## src/rtl/soc_warmboot_wb_if.sv

```systemverilog
// Wishbone slot bundle for the warm-boot / system-control peripheral.
interface soc_warmboot_wb_if;
  logic [1:0]  addr;
  logic [31:0] rdata;
  logic [31:0] wdata;
  logic        we;
  logic        cyc;
  logic        ack;

  modport master (output addr, output wdata, output we, output cyc,
                  input  rdata, input ack);
  modport slave  (input  addr, input  wdata, input  we, input  cyc,
                  output rdata, output ack);
endinterface

```

## src/rtl/soc_warmboot_wb.sv

```systemverilog
// Warm-boot controller: keyed delayed reboot, image select, watchdog fallback
// and boot-reason readback on a single Wishbone slot.
module soc_warmboot_wb #(
  parameter int unsigned SEL_W   = 2,
  parameter int unsigned DLY_W   = 16,
  parameter int unsigned WDT_W   = 16,
  parameter int unsigned PRESC_W = 10,
  parameter int unsigned WDT_IMG = 0,
  parameter logic [15:0] KEY     = 16'hB007
) (
  input  logic                 clk_24m,
  input  logic                 rst,
  soc_warmboot_wb_if.slave     wb,
  input  logic                 ext_req,
  output logic                 boot_now,
  output logic [SEL_W-1:0]     boot_sel
);

  typedef enum logic [1:0] {
    ST_IDLE  = 2'd0,
    ST_ARMED = 2'd1,
    ST_FIRE  = 2'd2
  } state_t;

  localparam logic [1:0] RSN_SW  = 2'd1;
  localparam logic [1:0] RSN_WDT = 2'd2;
  localparam logic [1:0] RSN_EXT = 2'd3;

  state_t             state, state_d;
  logic [PRESC_W-1:0] presc;
  logic               tick;
  logic [SEL_W-1:0]   sel, sel_d;
  logic [SEL_W-1:0]   img_d;
  logic [1:0]         reason, reason_d;
  logic [DLY_W-1:0]   dly, cnt;
  logic [WDT_W-1:0]   wdt_reload, wcnt;
  logic               wdt_en;
  logic               arm_load;
  logic [31:0]        rd_mux;

  logic access, wr, wr_csr, wr_dly, wr_wdt, wr_kick, key_ok, wdt_reload_now, wdt_expire;

  // A new access is accepted only while ack is low, giving a one-cycle ack.
  assign access         = wb.cyc & ~wb.ack;
  assign wr             = access & wb.we;
  assign wr_csr         = wr & (wb.addr == 2'd0);
  assign wr_dly         = wr & (wb.addr == 2'd1);
  assign wr_wdt         = wr & (wb.addr == 2'd2);
  assign wr_kick        = wr & (wb.addr == 2'd3);
  assign key_ok         = (wb.wdata[31:16] == KEY);
  assign wdt_reload_now = wr_wdt | wr_kick;
  assign tick           = &presc;
  // A reload in the expiry cycle cancels the expiry.
  assign wdt_expire     = wdt_en & (state != ST_FIRE) & tick & (wcnt == '0) & ~wdt_reload_now;

  always_ff @(posedge clk_24m or posedge rst) begin
    if (rst) presc <= '0;
    else     presc <= presc + PRESC_W'(1);
  end

  always_ff @(posedge clk_24m or posedge rst) begin
    if (rst) state <= ST_IDLE;
    else     state <= state_d;
  end

  // Fire sources ranked wdt > ext > countdown > bus write; FIRE is terminal.
  always_comb begin
    state_d  = state;
    sel_d    = sel;
    img_d    = boot_sel;
    reason_d = reason;
    arm_load = 1'b0;
    if (state != ST_FIRE) begin
      if (wdt_expire) begin
        state_d  = ST_FIRE;
        reason_d = RSN_WDT;
        img_d    = SEL_W'(WDT_IMG);
      end else if (ext_req) begin
        state_d  = ST_FIRE;
        reason_d = RSN_EXT;
        img_d    = sel;
      end else if (state == ST_ARMED && cnt == '0) begin
        state_d  = ST_FIRE;
        reason_d = RSN_SW;
        img_d    = sel;
      end else if (wr_csr && key_ok) begin
        sel_d = wb.wdata[SEL_W-1:0];
        if (wb.wdata[8]) begin
          state_d  = ST_ARMED;
          arm_load = 1'b1;
        end else begin
          state_d  = ST_IDLE;
        end
      end
    end
  end

  always_ff @(posedge clk_24m or posedge rst) begin
    if (rst) begin
      sel      <= '0;
      reason   <= '0;
      boot_sel <= '0;
      boot_now <= 1'b0;
    end else begin
      sel      <= sel_d;
      reason   <= reason_d;
      boot_sel <= img_d;
      boot_now <= (state_d == ST_FIRE);
    end
  end

  // Reboot countdown, saturating at zero.
  always_ff @(posedge clk_24m or posedge rst) begin
    if (rst) begin
      dly <= '0;
      cnt <= '0;
    end else begin
      if (wr_dly) dly <= wb.wdata[DLY_W-1:0];
      if (arm_load)                                     cnt <= dly;
      else if (state == ST_ARMED && tick && cnt != '0)  cnt <= cnt - DLY_W'(1);
    end
  end

  // Watchdog counter, saturating at zero and frozen once fired.
  always_ff @(posedge clk_24m or posedge rst) begin
    if (rst) begin
      wdt_en     <= 1'b0;
      wdt_reload <= '0;
      wcnt       <= '0;
    end else begin
      if (wr_wdt) begin
        wdt_en     <= wb.wdata[31];
        wdt_reload <= wb.wdata[WDT_W-1:0];
        wcnt       <= wb.wdata[WDT_W-1:0];
      end else if (wr_kick) begin
        wcnt <= wdt_reload;
      end else if (wdt_en && state != ST_FIRE && tick && wcnt != '0) begin
        wcnt <= wcnt - WDT_W'(1);
      end
    end
  end

  always_comb begin
    rd_mux = '0;
    case (wb.addr)
      2'd0: begin
        rd_mux[SEL_W-1:0] = sel;
        rd_mux[9:8]       = state;
        rd_mux[13:12]     = reason;
      end
      2'd1: rd_mux[DLY_W-1:0] = dly;
      2'd2: begin
        rd_mux[31]          = wdt_en;
        rd_mux[WDT_W-1:0]   = wcnt;
      end
      default: rd_mux = '0;
    endcase
  end

  always_ff @(posedge clk_24m or posedge rst) begin
    if (rst) begin
      wb.ack   <= 1'b0;
      wb.rdata <= '0;
    end else begin
      wb.ack   <= access;
      wb.rdata <= access ? rd_mux : 32'd0;
    end
  end

endmodule

```

## src/flat_wrapper.sv

```systemverilog
// flat-port wrapper written by rule: the top's interface ports become plain ports
module soc_warmboot_wb_flat 
#(
  parameter int unsigned SEL_W   = 2,
  parameter int unsigned DLY_W   = 16,
  parameter int unsigned WDT_W   = 16,
  parameter int unsigned PRESC_W = 10,
  parameter int unsigned WDT_IMG = 0,
  parameter logic [15:0] KEY     = 16'hB007
)
  (clk_24m, rst, ext_req, boot_now, boot_sel, wb_addr, wb_wdata, wb_we, wb_cyc, wb_rdata, wb_ack);
  soc_warmboot_wb_if wb_i ();
  input  logic clk_24m;
  input  logic rst;
  input  logic ext_req;
  output logic boot_now;
  output logic [SEL_W-1:0] boot_sel;
  input wire logic [$bits(wb_i.addr)-1:0] wb_addr;
  input wire logic [$bits(wb_i.wdata)-1:0] wb_wdata;
  input wire logic [$bits(wb_i.we)-1:0] wb_we;
  input wire logic [$bits(wb_i.cyc)-1:0] wb_cyc;
  output wire logic [$bits(wb_i.rdata)-1:0] wb_rdata;
  output wire logic [$bits(wb_i.ack)-1:0] wb_ack;
  assign wb_i.addr = wb_addr;
  assign wb_i.wdata = wb_wdata;
  assign wb_i.we = wb_we;
  assign wb_i.cyc = wb_cyc;
  assign wb_rdata = wb_i.rdata;
  assign wb_ack = wb_i.ack;
  soc_warmboot_wb #(.SEL_W(SEL_W), .DLY_W(DLY_W), .WDT_W(WDT_W), .PRESC_W(PRESC_W), .WDT_IMG(WDT_IMG), .KEY(KEY)) u_core (.clk_24m(clk_24m), .rst(rst), .wb(wb_i), .ext_req(ext_req), .boot_now(boot_now), .boot_sel(boot_sel));
endmodule
```

## config.mk

```make
export PLATFORM = sky130hd
export DESIGN_NAME = soc_warmboot_wb_flat
export DESIGN_NICKNAME = d
export VERILOG_FILES = /design/src/rtl/soc_warmboot_wb_if.sv /design/src/rtl/soc_warmboot_wb.sv /design/src/flat_wrapper.sv
export SDC_FILE = /design/constraint.sdc
export NUM_CORES = 1
export LEC_CHECK = 0
export BUFFER_PORTS_ARGS = -buffer_cell sky130_fd_sc_hd__buf_2
export CORE_UTILIZATION = 30
export CTS_BUF_LIST = sky130_fd_sc_hd__clkbuf_4 sky130_fd_sc_hd__clkbuf_8
export CTS_CLUSTER_DIAMETER = 50
export DETAILED_ROUTE_END_ITERATION = 10
export GPL_TIMING_DRIVEN = 1
export PLACE_DENSITY_LB_ADDON = 0.08
export SYNTH_ARGS = -nofsm -noshare
export SYNTH_HDL_FRONTEND = slang
export SYNTH_SLANG_ARGS = --single-unit
```

## constraint.sdc

```tcl
create_clock -name clk_24m -period 2.9 [get_ports clk_24m]
set_input_delay 0.145 -clock clk_24m [delete_from_list [all_inputs] [get_ports clk_24m]]
set_output_delay 0.145 -clock clk_24m [all_outputs]
set_load 0.005 [all_outputs]
```

* Word level (Yosys, flattened, before mapping)
Cells that the tools add are included.
** Word-level totals
- Flip-flop bits (word level) :: 117
- Output and inout port bits :: 36
** Cells by class
- Add/subtract/negate cells :: 3
- Eq/ne operators :: 7
- Muxes and demuxes :: 31
- Bitwise gates (word level) :: 16
- Reduce and logical (&&, ||, !) cells :: 18
** Operator list (count)
- $mux W16 :: 5
- $logic_not A16 Y1 :: 2
- $mux W32 :: 1
- $reduce_bool A16 Y1 :: 2
- $sub A16 B1 Y16 const B :: 2
- $mux W2 :: 11
- $pmux W2 S3 :: 3
- $eq A16 B16 Y1 const B :: 1
- $pmux W6 S2 :: 1
- $add A10 B1 Y10 const B :: 1
- $and A1 B1 Y1 :: 10
- $reduce_and A10 Y1 :: 1
- $mux W1 :: 8
- $pmux W2 S2 :: 2
- $logic_and A1 B1 Y1 :: 7
- $eq A2 B2 Y1 const B :: 3
- $reduce_bool A3 Y1 :: 2
- $not A1 Y1 :: 5
- $reduce_and A5 Y1 :: 1
- $eq A2 B1 Y1 const B :: 2
- $logic_not A2 Y1 :: 1
- $ne A2 B2 Y1 const B :: 1
- $reduce_and A2 Y1 :: 1
- $reduce_bool A2 Y1 :: 1
- $or A1 B1 Y1 :: 1

* Depth between registers and ports, before layout
Gate-level depths: netlist (run 1).
- Depth after elaboration :: 11
- Gate-level depth with buffers :: 9
- Gate-level depth less buffers :: 7

* Worst setup path after synthesis (run 1)
OpenSTA, ideal clock, no wires.
- Path kind :: reg2reg
- Start point :: register u_core.wcnt[9]
- End point :: register u_core.cnt[0]
- Library setup time :: 0.125 ns
- Data arrival time :: 2.192 ns
- Required time :: 2.775 ns
- Setup slack :: 0.583 ns
- Cell stages (with the launch flop) :: 8
- Path buffers :: 2
- Cells stage by stage :: dfrtp_1 -> buf_6 -> nor4_4 -> nand2_2 -> or4_4 -> o2111ai_4 -> buf_12 -> mux2_4
** Between the ends
- Cells in the longest elaborated chain, start to end :: 6
- Elaborated cells on any way between the ends :: 7
- Classes of those cells :: mux: 3; bitwise: 2; reduce/logical: 2
** Ends and longest elaborated chain
- from (decl) :: RTL line soc_warmboot_wb.sv:36 : logic [WDT_W-1:0] wdt_reload, wcnt;
- from (signal assigned) :: RTL line soc_warmboot_wb.sv:134 : wcnt <= wb.wdata[WDT_W-1:0];
- from (signal assigned) :: RTL line soc_warmboot_wb.sv:136 : wcnt <= wdt_reload;
- from (signal assigned) :: RTL line soc_warmboot_wb.sv:138 : wcnt <= wcnt - WDT_W'(1);
- $logic_not A16 Y1 * :: RTL line soc_warmboot_wb.sv:54 : assign wdt_expire = wdt_en & (state != ST_FIRE) & tick & (wcnt == '0) & ~wdt_reload_now;
- $and A1 B1 Y1 * (2 in series) :: RTL line soc_warmboot_wb.sv:54
- $mux W1 * :: RTL line soc_warmboot_wb.sv:74 : if (wdt_expire) begin
- $mux W1 * :: RTL line soc_warmboot_wb.sv:73 : if (state != ST_FIRE) begin
- $mux W16 or $reduce_bool A2 Y1 (tied branches)
- to (signal assigned) :: RTL line soc_warmboot_wb.sv:119 : if (arm_load) cnt <= dly;
- to (signal assigned) :: RTL line soc_warmboot_wb.sv:120 : else if (state == ST_ARMED && tick && cnt != '0) cnt <= cnt - DLY_W'(1);
- to (decl) :: RTL line soc_warmboot_wb.sv:35 : logic [DLY_W-1:0] dly, cnt;
Every way passes the cells marked *; elsewhere a longest branch is shown, timed or not.
A chain may end at the register's enable or synchronous reset.

* Worst setup path after layout (run 1)
- Start point :: register u_core.presc[0]
- End point :: register u_core.boot_sel[0]
** Between the ends
- Cells in the longest elaborated chain, start to end :: 6
- Elaborated cells on any way between the ends :: 7
- Classes of those cells :: mux: 1; bitwise: 3; reduce/logical: 3
** Ends and longest elaborated chain
- from (decl) :: RTL line soc_warmboot_wb.sv:30 : logic [PRESC_W-1:0] presc;
- from (signal assigned) :: RTL line soc_warmboot_wb.sv:58 : else presc <= presc + PRESC_W'(1);
- $reduce_and A10 Y1 * :: RTL line soc_warmboot_wb.sv:52 : assign tick = &presc;
- $and A1 B1 Y1 * (3 in series) :: RTL line soc_warmboot_wb.sv:54
- $reduce_bool A3 Y1 (no source line)
- $reduce_and A2 Y1 (no source line)
- to (signal assigned) :: RTL line soc_warmboot_wb.sv:107 : boot_sel <= img_d;
- to (decl) :: RTL line soc_warmboot_wb.sv:16 : output logic [SEL_W-1:0] boot_sel
Marks and branches as above.

==> flow_metrics.env, run 1 <==
export IMPL_gp_congestion=0.8395
export IMPL_drive_above_1_share_pct=24.96
export IMPL_drt_iter0_drc=250
export IMPL_die_y_microns=135.7
export IMPL_cts_sinks=102
export IMPL_fmaxAchievable_mhz=375.4
export IMPL_route_detailed_drc=0
export IMPL_track_usage_pct=17.86
export IMPL_first_global_vias=4173
export IMPL_nets=631
export IMPL_cts_max_level=3
export IMPL_drtPass1Iterations=6
export IMPL_synth_top_flop_cell="dfrtp_1"
export IMPL_wirelength_mm=15.46
export IMPL_clock_path_buffers=2
export IMPL_overflow=0
export IMPL_fin_worst_skew_ns=0.01513
export IMPL_syn_inst=506
export IMPL_drv_cap=0
export IMPL_leakagePower_nw=2.846
export IMPL_rsz0062_at_grt="no"
export IMPL_initial_utilization_pct=30.90
export IMPL_arrival_ns=2.94
export IMPL_core_sq_mm=0.01736
export IMPL_cts_tree="done"
export IMPL_crit_required_ns=3.18
export IMPL_post_cts_buffers=0
export IMPL_syn_area_sq_mm=0.005364
export IMPL_nFillCells=1772
export IMPL_rows=48
export IMPL_via_per_inst=5.112
export IMPL_layout_area_seq_sq_mm=0.002552
export IMPL_multi_input_area_sq_mm=0.002606
export IMPL_status="complete, no violations"
export IMPL_slew_viol_final=0
export IMPL_hold_viol_final=0
export IMPL_antenna_found_initial=0
export IMPL_clockRootBuffer="clkbuf_8"
export IMPL_crit_path_end_kind="register"
export IMPL_grt_max_degree=55
export IMPL_cts_buffers=9
export IMPL_async_reset_ff_share_pct=100.0
export IMPL_synth_seq_cells=102
export IMPL_die_width_microns=135.7
export IMPL_diodes=0
export IMPL_synth_top_area_share_pct=47.59
export IMPL_synthTopCellsByArea="dfrtp_1 48%, mux2_2 6.3%, nand2_1 4.6%, xnor2_1 3.6%, mux2_4 2.8%"
export IMPL_reg2regPathDepth=6
export IMPL_mostFrequentLayoutCells="102 x dfrtp_1, 66 x nand2_1, 59 x buf_2, 33 x nor2_1, 30 x mux2_2"
export IMPL_whs_path_depth=2
export IMPL_syn_avg_cell_area_sq_um=10.60
export IMPL_irDropWorstVdd_uv=319.5
export IMPL_synth_area_leader_cell="dfrtp_1"
export IMPL_grt_pass1_wl_mm=24.27
export IMPL_clk_pin_slew_ns=0.10
export IMPL_routedWlPerCell_microns=19.08
export IMPL_crit_path_start_kind="register"
export IMPL_ys_seq_area_share_pct=47.59
export IMPL_dp_hpwl_mm=11.42
export IMPL_power_density_mw_per_mm2=582.9
export IMPL_worst_setup_path_type="reg -> reg"
export IMPL_port_buffers=59
export IMPL_io_pins=75
export IMPL_slew_headroom_pct=52.15
export IMPL_synth_edff_count=0
export IMPL_period_needed_ns=2.664
export IMPL_tightestPinTransition_ns=0.7178
export IMPL_final_common_cell="dfrtp_1"
export IMPL_detail_route_antenna_nets=0
export IMPL_clock_latency_ns=0.39
export IMPL_timing_final_crit_share_pct=91.85
export IMPL_synth_cell_type_count=64
export IMPL_cp_max_fo=7
export IMPL_yosysWarnings=0
export IMPL_setup_viol=0
export IMPL_fin_setup_tns_ns=0
export IMPL_hold_ws_ns=0.02202
export IMPL_area_growth_pct=15.40
export IMPL_via_count=4141
export IMPL_fp_dieArea_sq_mm=0.01842
export IMPL_hold_class="in -> reg"
[layout make-up]
type / count / share of cell area (%)
Clock buffer: 10 / 2.224
Inverter: 8 / 0.5256
Tap cell: 225 / 4.548
Sequential cell: 102 / 41.24
Multi-Input combinational cell: 373 / 42.11
Clock inverter: 4 / 0.5054
Timing Repair Buffer: 88 / 8.854
[cell usage after synthesis (4+ instances only)]
cell	number
mux2_4	10
a222oi_1	6
nor4_1	9
xor2_1	8
nand4b_1	7
ha_1	10
nor2b_1	4
nor3_1	6
o21ai_0	13
nor2_1	33
inv_1	8
mux2_2	30
o31ai_1	5
nand4_1	9
buf_4	15
a31oi_1	9
a21oi_1	14
a22oi_1	10
xnor2_1	22
dfrtp_1	102
clkbuf_1	16
nand3_1	20
nand2b_1	5
nand2_1	66
[routing by layer]
layer,track usage (%),share of wire [%]
met5,0,0
met4,5.743,2.0
met3,4.040,3.9
met2,27.83,46
met1,24.36,48
[kinds of logic after synthesis]
kind of cell | after synthesis | synth area share (%)
flops | 102 | 47.59
compound gates | 79 | 10.59
mux | 43 | 9.680
xor+xnor | 30 | 4.898
other cells | 1 | 0.06991
fa+ha+maj | 10 | 2.333
buf+inv | 45 | 4.805
simple gates | 196 | 20.04
[worst paths after layout]
check	from	slack, ns	endpoint
max in group asynchronous	rst	1.76	u_core.wdt_reload[6]
setup reg to reg	u_core.presc[0]	0.24	u_core.boot_sel[0]
min in group asynchronous	rst	0.38	u_core.boot_sel[1]
hold / removal	wb_wdata[15]	0.02	u_core.dly[15]
setup / recovery	u_core.presc[0]	0.24	u_core.boot_sel[0]
hold reg to reg	u_core.wdt_reload[0]	0.47	u_core.wdt_reload[0]
[flip-flops by register name, indices dropped and copies added, names as in the netlist, 10 cells and up]
signal	cells
u_core.wcnt	16
u_core.presc	10
u_core.wb.rdata	17
u_core.wdt_reload	16
u_core.cnt	16
u_core.dly	16
[repair_timing]
| action | in CTS | in global routing |
|---|---|---|
| gates resized for setup | 0 | 0 |
| hold buffers | 9 | 0 |
| hold endpoints to repair | 61 | 0 |
[metrics by stage]
step / total power [W] / cell area [sq um] / instances / utilization (%) / worst slack (ns)
2_1_floorplan: 0.002470 / 5416 / 520 / - / 0.07952
3_5_place_dp: 0.002781 / 5931 / 787 / 34.17 / 0.2689
6_report: 0.003608 / 6190 / 810 / 35.66 / 0.2362
3_3_place_gp: 0.002767 / 5931 / 787 / 34.17 / 0.3206
4_1_cts: 0.003661 / 6190 / 810 / 35.66 / 0.2509
5_1_grt: 0.003851 / 6190 / 810 / 35.66 / 0.06357
[critical path, stage by stage, from the launching register on]
cell and delay [ns]:
dfrtp_1 0.40, ha_1 0.20, nand3_1 0.25, nor4b_2 0.60, nand4_1 0.39, a21oi_1 0.35
mux2_2 0.37
[where the power goes]
| part | switching [W] | internal (W) | leakage [nW] | total [W] |
|---|---|---|---|---|
| sequential | 0.000325 | 0.00164 | 1.30 | 0.00196 |
| clock | 0.000515 | 0.000335 | 0.0894 | 0.000849 |
| combinational | 0.000413 | 0.000382 | 1.45 | 0.000795 |
Note: power is estimated with default switching activity, not from simulation.
==> run 2: changes to the inputs <==
Settings changed: CORE_MARGIN set to 2.
==> run 2 against run 1 <==
Effect of this change:
- total power up 1.2%
- die area grew 3.0%
- sequential power about the same
- final cell count is 0.25% lower
==> flow_metrics.env, run 2 (synthesized netlist as in run 1, its figures left out) <==
export IMPL_status="complete, no violations"
export IMPL_routedWlPerCell_microns=18.92
export IMPL_fmaxAchievable_mhz=381.3
export IMPL_comb_power_share_pct=21.8
export IMPL_drv_cap=0
export IMPL_p_int_w=0.002407
export IMPL_power_switching_w=0.001244
export IMPL_setup_viol=0
export IMPL_cts_sinks=102
export IMPL_track_usage_pct=17.18
export IMPL_drtPass1Iterations=5
export IMPL_wirelength_mm=15.29
export IMPL_worstPathCellList="ha_1, nand3_1, nor4b_2, nand4_1, a21oi_1, mux2_2"
export IMPL_final_common_cell="dfrtp_1"
export IMPL_p_clk_share_pct=24.2
export IMPL_whs_path_depth=3
export IMPL_rsz0062_at_grt="no"
export IMPL_worst_setup_path_type="reg -> reg"
export IMPL_diodes=0
export IMPL_clock_latency_ns=0.39
export IMPL_power_frac_seq_pct=54.1
export IMPL_slew_headroom_pct=51.92
export IMPL_fp_dieArea_sq_mm=0.01897
export IMPL_route_detailed_drc=0
export IMPL_cts_max_level=3
export IMPL_overflow=0
export IMPL_gp_congestion=0.7904
export IMPL_irDropWorstVdd_uv=248.8
export IMPL_ctsResizeCount=0
export IMPL_area_growth_pct=15.05
export IMPL_detail_route_antenna_nets=0
export IMPL_grt_pass1_wl_mm=24.33
export IMPL_slowest_delay_ns=0.57
export IMPL_initial_utilization_pct=30.80
export IMPL_hold_class="in -> reg"
export IMPL_clockRootBuffer="clkbuf_8"
export IMPL_cts_tree="done"
export IMPL_period_needed_ns=2.623
export IMPL_power_density_mw_per_mm2=591.7
export IMPL_mostFrequentLayoutCells="102 x dfrtp_1, 66 x nand2_1, 59 x buf_2, 33 x nor2_1, 30 x mux2_2"
export IMPL_port_buffers=59
export IMPL_switching_share_pct=34.08
export IMPL_arrival_ns=2.89
export IMPL_cp_slowest_cell="nor4b_2"
export IMPL_clk_pin_slew_ns=0.10
export IMPL_rows=48
export IMPL_stdcell_area_sq_mm=0.006171
export IMPL_via_count=4103
export IMPL_first_global_vias=4267
export IMPL_drive_above_1_share_pct=25.04
export IMPL_cts_buffers=9
export IMPL_slew_viol_final=0
export IMPL_antenna_found_initial=0
export IMPL_leakagePower_nw=2.838
export IMPL_timing_final_crit_share_pct=90.43
export IMPL_die_width_microns=137.7
export IMPL_io_pins=75
export IMPL_placed_cell_area_sq_mm=0.005916
export IMPL_dp_hpwl_mm=11.43
export IMPL_hold_ws_ns=0.01437
export IMPL_regMostFlops="u_core.wb.rdata"
export IMPL_grt_max_degree=61
export IMPL_core_sq_mm=0.01742
export IMPL_drt_iter0_drc=246
export IMPL_via_per_inst=5.078
export IMPL_crit_path_end_kind="register"
export IMPL_crit_required_ns=3.17
export IMPL_cp_max_fo=7
export IMPL_clock_path_buffers=2
export IMPL_die_y_microns=137.7
export IMPL_fin_setup_tns_ns=0
export IMPL_hold_viol_final=0
export IMPL_fin_worst_skew_ns=0.01299
export IMPL_reg2regPathDepth=6
export IMPL_largest_register_ffs=17
export IMPL_nets=627
export IMPL_crit_path_start_kind="register"
export IMPL_tightestPinTransition_ns=0.7212
run 2: cell type report:
class | instances | area (sq um)
Clock buffer | 13 | 166.4
Sequential cell | 102 | 2552
Timing Repair Buffer | 84 | 513.0
Multi-Input combinational cell | 373 | 2606
Inverter | 8 | 32.53
Clock inverter | 3 | 18.77
Tap cell | 225 | 281.5
Fill cell | 1822 | 11250
run 2: stage by stage:
stage / util [%] / total power, W / std cells / setup slack [ns]
final: 35.43 / 0.003651 / 808 / 0.2774
after global routing: 35.43 / 0.003872 / 808 / 0.05237
after CTS: 35.43 / 0.003696 / 808 / 0.3043
after detailed placement: 33.97 / 0.002794 / 785 / 0.3474
after global placement: 33.97 / 0.002777 / 785 / 0.3901
after floorplan: - / 0.002470 / 520 / 0.07952
run 2: final timing paths:
path / from / to / slack, ns
worst max-delay path: u_core.presc[0] / u_core.boot_sel[1] / 0.28
worst min-delay path: wb_wdata[5] / u_core.wdt_reload[5] / 0.01
worst max register to register: u_core.presc[0] / u_core.boot_sel[1] / 0.28
worst min register to register: u_core.wdt_reload[0] / u_core.wdt_reload[0] / 0.47
max in group asynchronous: rst / u_core.dly[5] / 1.79
min in group asynchronous: rst / u_core.wb.rdata[13] / 0.38
run 2: power by group through the flow:
| stage | Clock [W] | Sequential [W] | Combinational (W) |
|---|---|---|---|
| 2_1_floorplan | 0 | 0.00184 | 0.000627 |
| 3_3_place_gp | 0 | 0.00199 | 0.000788 |
| 3_5_place_dp | 0 | 0.00200 | 0.000795 |
| 4_1_cts | 0.000920 | 0.00197 | 0.000807 |
| 6_report | 0.000882 | 0.00197 | 0.000795 |
| 5_1_grt | 0.000975 | 0.00200 | 0.000894 |
run 2: critical path: cells and delay by family, from the launching register on:
| family | cells | cell delay (ns) |
|---|---|---|
| muxes | 1 | 0.37 |
| and+or+nand+nor | 3 | 1.19 |
| AOI/OAI and AO/OA | 1 | 0.36 |
| adders and majority gates | 1 | 0.20 |
| DFF | 1 | 0.40 |
run 2: what timing repair did:
| item | CTS | global route |
|---|---|---|
| hold buffers | 7 | 0 |
| endpoints found under the hold margin | 52 | 0 |
| buffers inserted | 0 | 0 |
run 2: routing by layer:
layer | share of wire [%] | GRT usage [%]
met3 | 2.9 | 3.753
met4 | 1.5 | 4.082
met5 | 0 | 0
met1 | 47 | 23.28
met2 | 48 | 28.05
==> run 3: changes to the inputs <==
Clock period 2.9 ns to 2.1 ns, I/O delays scaled along.
==> run 3 against run 2 <==
Effect of this change:
- the run now ends with negative setup slack left
- utilization grew 4.9 points
- sequential share of layout area fell by 5.0 points
- hold slack better by 0.020 ns
- non-clock buffer count increased by 88
- worst setup slack worse by 0.48 ns
- count of clock-buffer cells in the layout decreased by 3
- global-route usage up 0.90 points
- final cell count grew 11%
- via count rose by 9.1%
- combinational power grew 110%
==> flow_metrics.env, run 3 (synthesized netlist as in run 1, its figures left out) <==
export IMPL_wl_met1_mm=7.253
export IMPL_timing_final_crit_share_pct=109.7
export IMPL_hold_class="in -> reg"
export IMPL_antenna_found_initial=0
export IMPL_detail_route_antenna_nets=0
export IMPL_rsz0062_at_grt="yes"
export IMPL_largest_register_ffs=17
export IMPL_drtPass1Iterations=5
export IMPL_drv_cap=0
export IMPL_cts_sinks=102
export IMPL_power_frac_seq_pct=46.1
export IMPL_diodes=0
export IMPL_initial_utilization_pct=30.80
export IMPL_power_switching_w=0.001849
export IMPL_finalPower_w=0.005498
export IMPL_irDropWorstVdd_uv=438.6
export IMPL_dpl_cell_count=862
export IMPL_hold_viol_final=0
export IMPL_fp_dieArea_sq_mm=0.01897
export IMPL_cp_max_fo=16
export IMPL_period_needed_ns=2.304
export IMPL_reg2regPathDepth=6
export IMPL_p_clk_share_pct=23.3
export IMPL_final_common_cell="dfrtp_1"
export IMPL_worst_setup_path_type="reg -> reg"
export IMPL_clockRootBuffer="clkbuf_8"
export IMPL_finish_utilization_pct=40.32
export IMPL_status="finished, violations left"
export IMPL_fin_worst_skew_ns=0.01588
export IMPL_route_detailed_drc=0
export IMPL_whs_path_depth=3
export IMPL_mostFrequentLayoutCells="102 x dfrtp_1, 90 x buf_4, 65 x nand2_1, 60 x buf_2, 32 x nor2_1"
export IMPL_port_buffers=59
export IMPL_setup_ws_ns=-0.2038
export IMPL_overflow=0
export IMPL_clock_latency_ns=0.38
export IMPL_crit_path_start_kind="register"
export IMPL_gp_congestion=0.8099
export IMPL_nets=715
export IMPL_routed_wl_met2_mm=7.971
export IMPL_via_count=4475
export IMPL_drt_iter0_drc=245
export IMPL_power_density_mw_per_mm2=783.0
export IMPL_dp_hpwl_mm=12.16
export IMPL_fmaxAchievable_mhz=434.1
export IMPL_cts_tree="done"
export IMPL_final_instance_count_excl_fill=895
export IMPL_area_growth_pct=30.91
export IMPL_cts_buffers=9
export IMPL_track_usage_pct=18.09
export IMPL_slew_viol_final=0
export IMPL_switching_share_pct=33.63
export IMPL_core_sq_mm=0.01742
export IMPL_die_y_microns=137.7
export IMPL_leakagePower_nw=3.300
export IMPL_rows=48
export IMPL_die_width_microns=137.7
export IMPL_p_int_w=0.003649
export IMPL_violations="negative setup slack"
export IMPL_wl_met3_microns=696
export IMPL_via_per_inst=5.000
export IMPL_crit_path_end_kind="register"
export IMPL_crit_required_ns=2.37
export IMPL_clk_pin_slew_ns=0.10
export IMPL_routedWlPerCell_microns=18.01
export IMPL_setup_viol=18
export IMPL_highest_layer="met4"
export IMPL_io_pins=75
export IMPL_first_global_vias=4633
export IMPL_grt_pass1_wl_mm=25.47
export IMPL_cts_max_level=3
export IMPL_regMostFlops="u_core.wb.rdata"
export IMPL_arrival_ns=2.57
export IMPL_comb_power_share_pct=30.7
export IMPL_wirelength_mm=16.12
export IMPL_clock_path_buffers=2
export IMPL_grt_max_degree=59
export IMPL_drive_above_1_share_pct=35.97
run 3: layout make-up:
type / instances / area [sq um]
clock buffer: 10 / 131.4
multi-input combinational: 373 / 2743
clock inverter: 5 / 57.56
sequential: 102 / 2552
tap: 225 / 281.5
timing repair buffer: 172 / 1222
fill: 1762 / 10400
inverter: 8 / 33.78
run 3: critical path: stages (launching register included):
cell       delay (ns)
dfrtp_1          0.42
nor4_4           0.34
nand2_2          0.09
or4_4            0.55
o2111ai_4        0.24
buf_12           0.20
mux2_2           0.34
run 3: worst paths after layout:
path / from / end / slack [ns]
max: u_core.wcnt[10] / u_core.cnt[10] / -0.20
min: wb_wdata[5] / u_core.wdt_reload[5] / 0.03
max reg2reg: u_core.wcnt[10] / u_core.cnt[10] / -0.20
min reg2reg: u_core.wdt_reload[0] / u_core.wdt_reload[0] / 0.47
max in group asynchronous: rst / u_core.wb.rdata[14] / 1.10
min in group asynchronous: rst / u_core.wb.rdata[10] / 0.30
run 3: what timing repair did:
action,CTS,global route
buffers inserted,0,2
endpoints found under the hold margin,43,0
setup endpoints to repair,29,32
resized for setup,12,21
gates cloned,1,0
pin swaps,4,8
hold buffers,15,0
run 3: routing by layer:
layer,vias to the layer above,global-route usage (%)
li1,2121,-
met1,2238,23.60
met2,100,30.60
met3,16,4.194
met4,0,3.968
met5,-,0
run 3: per-stage QoR:
step                      hold WS (ns)  setup WS (ns)  cell area, sq um  TNS (ns)
final                          0.03408        -0.2038              7022    -3.051
after global routing          0.008038        -0.3061              7022    -4.894
after CTS                     0.001503        -0.2060              6908    -3.133
after detailed placement        0.1541        -0.1650              6514    -3.210
after global placement          0.1531        -0.1363              6514    -2.502
after floorplan                 0.2104        -0.1979              5426    -2.791
run 3: power groups by stage:
stage | registers (W) | logic, W | clock network (W)
floorplan | 0.00254 | 0.000863 | 0
global placement | 0.00256 | 0.00159 | 0
detailed placement | 0.00257 | 0.00159 | 0
CTS | 0.00253 | 0.00164 | 0.00134
global route | 0.00257 | 0.00185 | 0.00141
finish | 0.00253 | 0.00169 | 0.00128
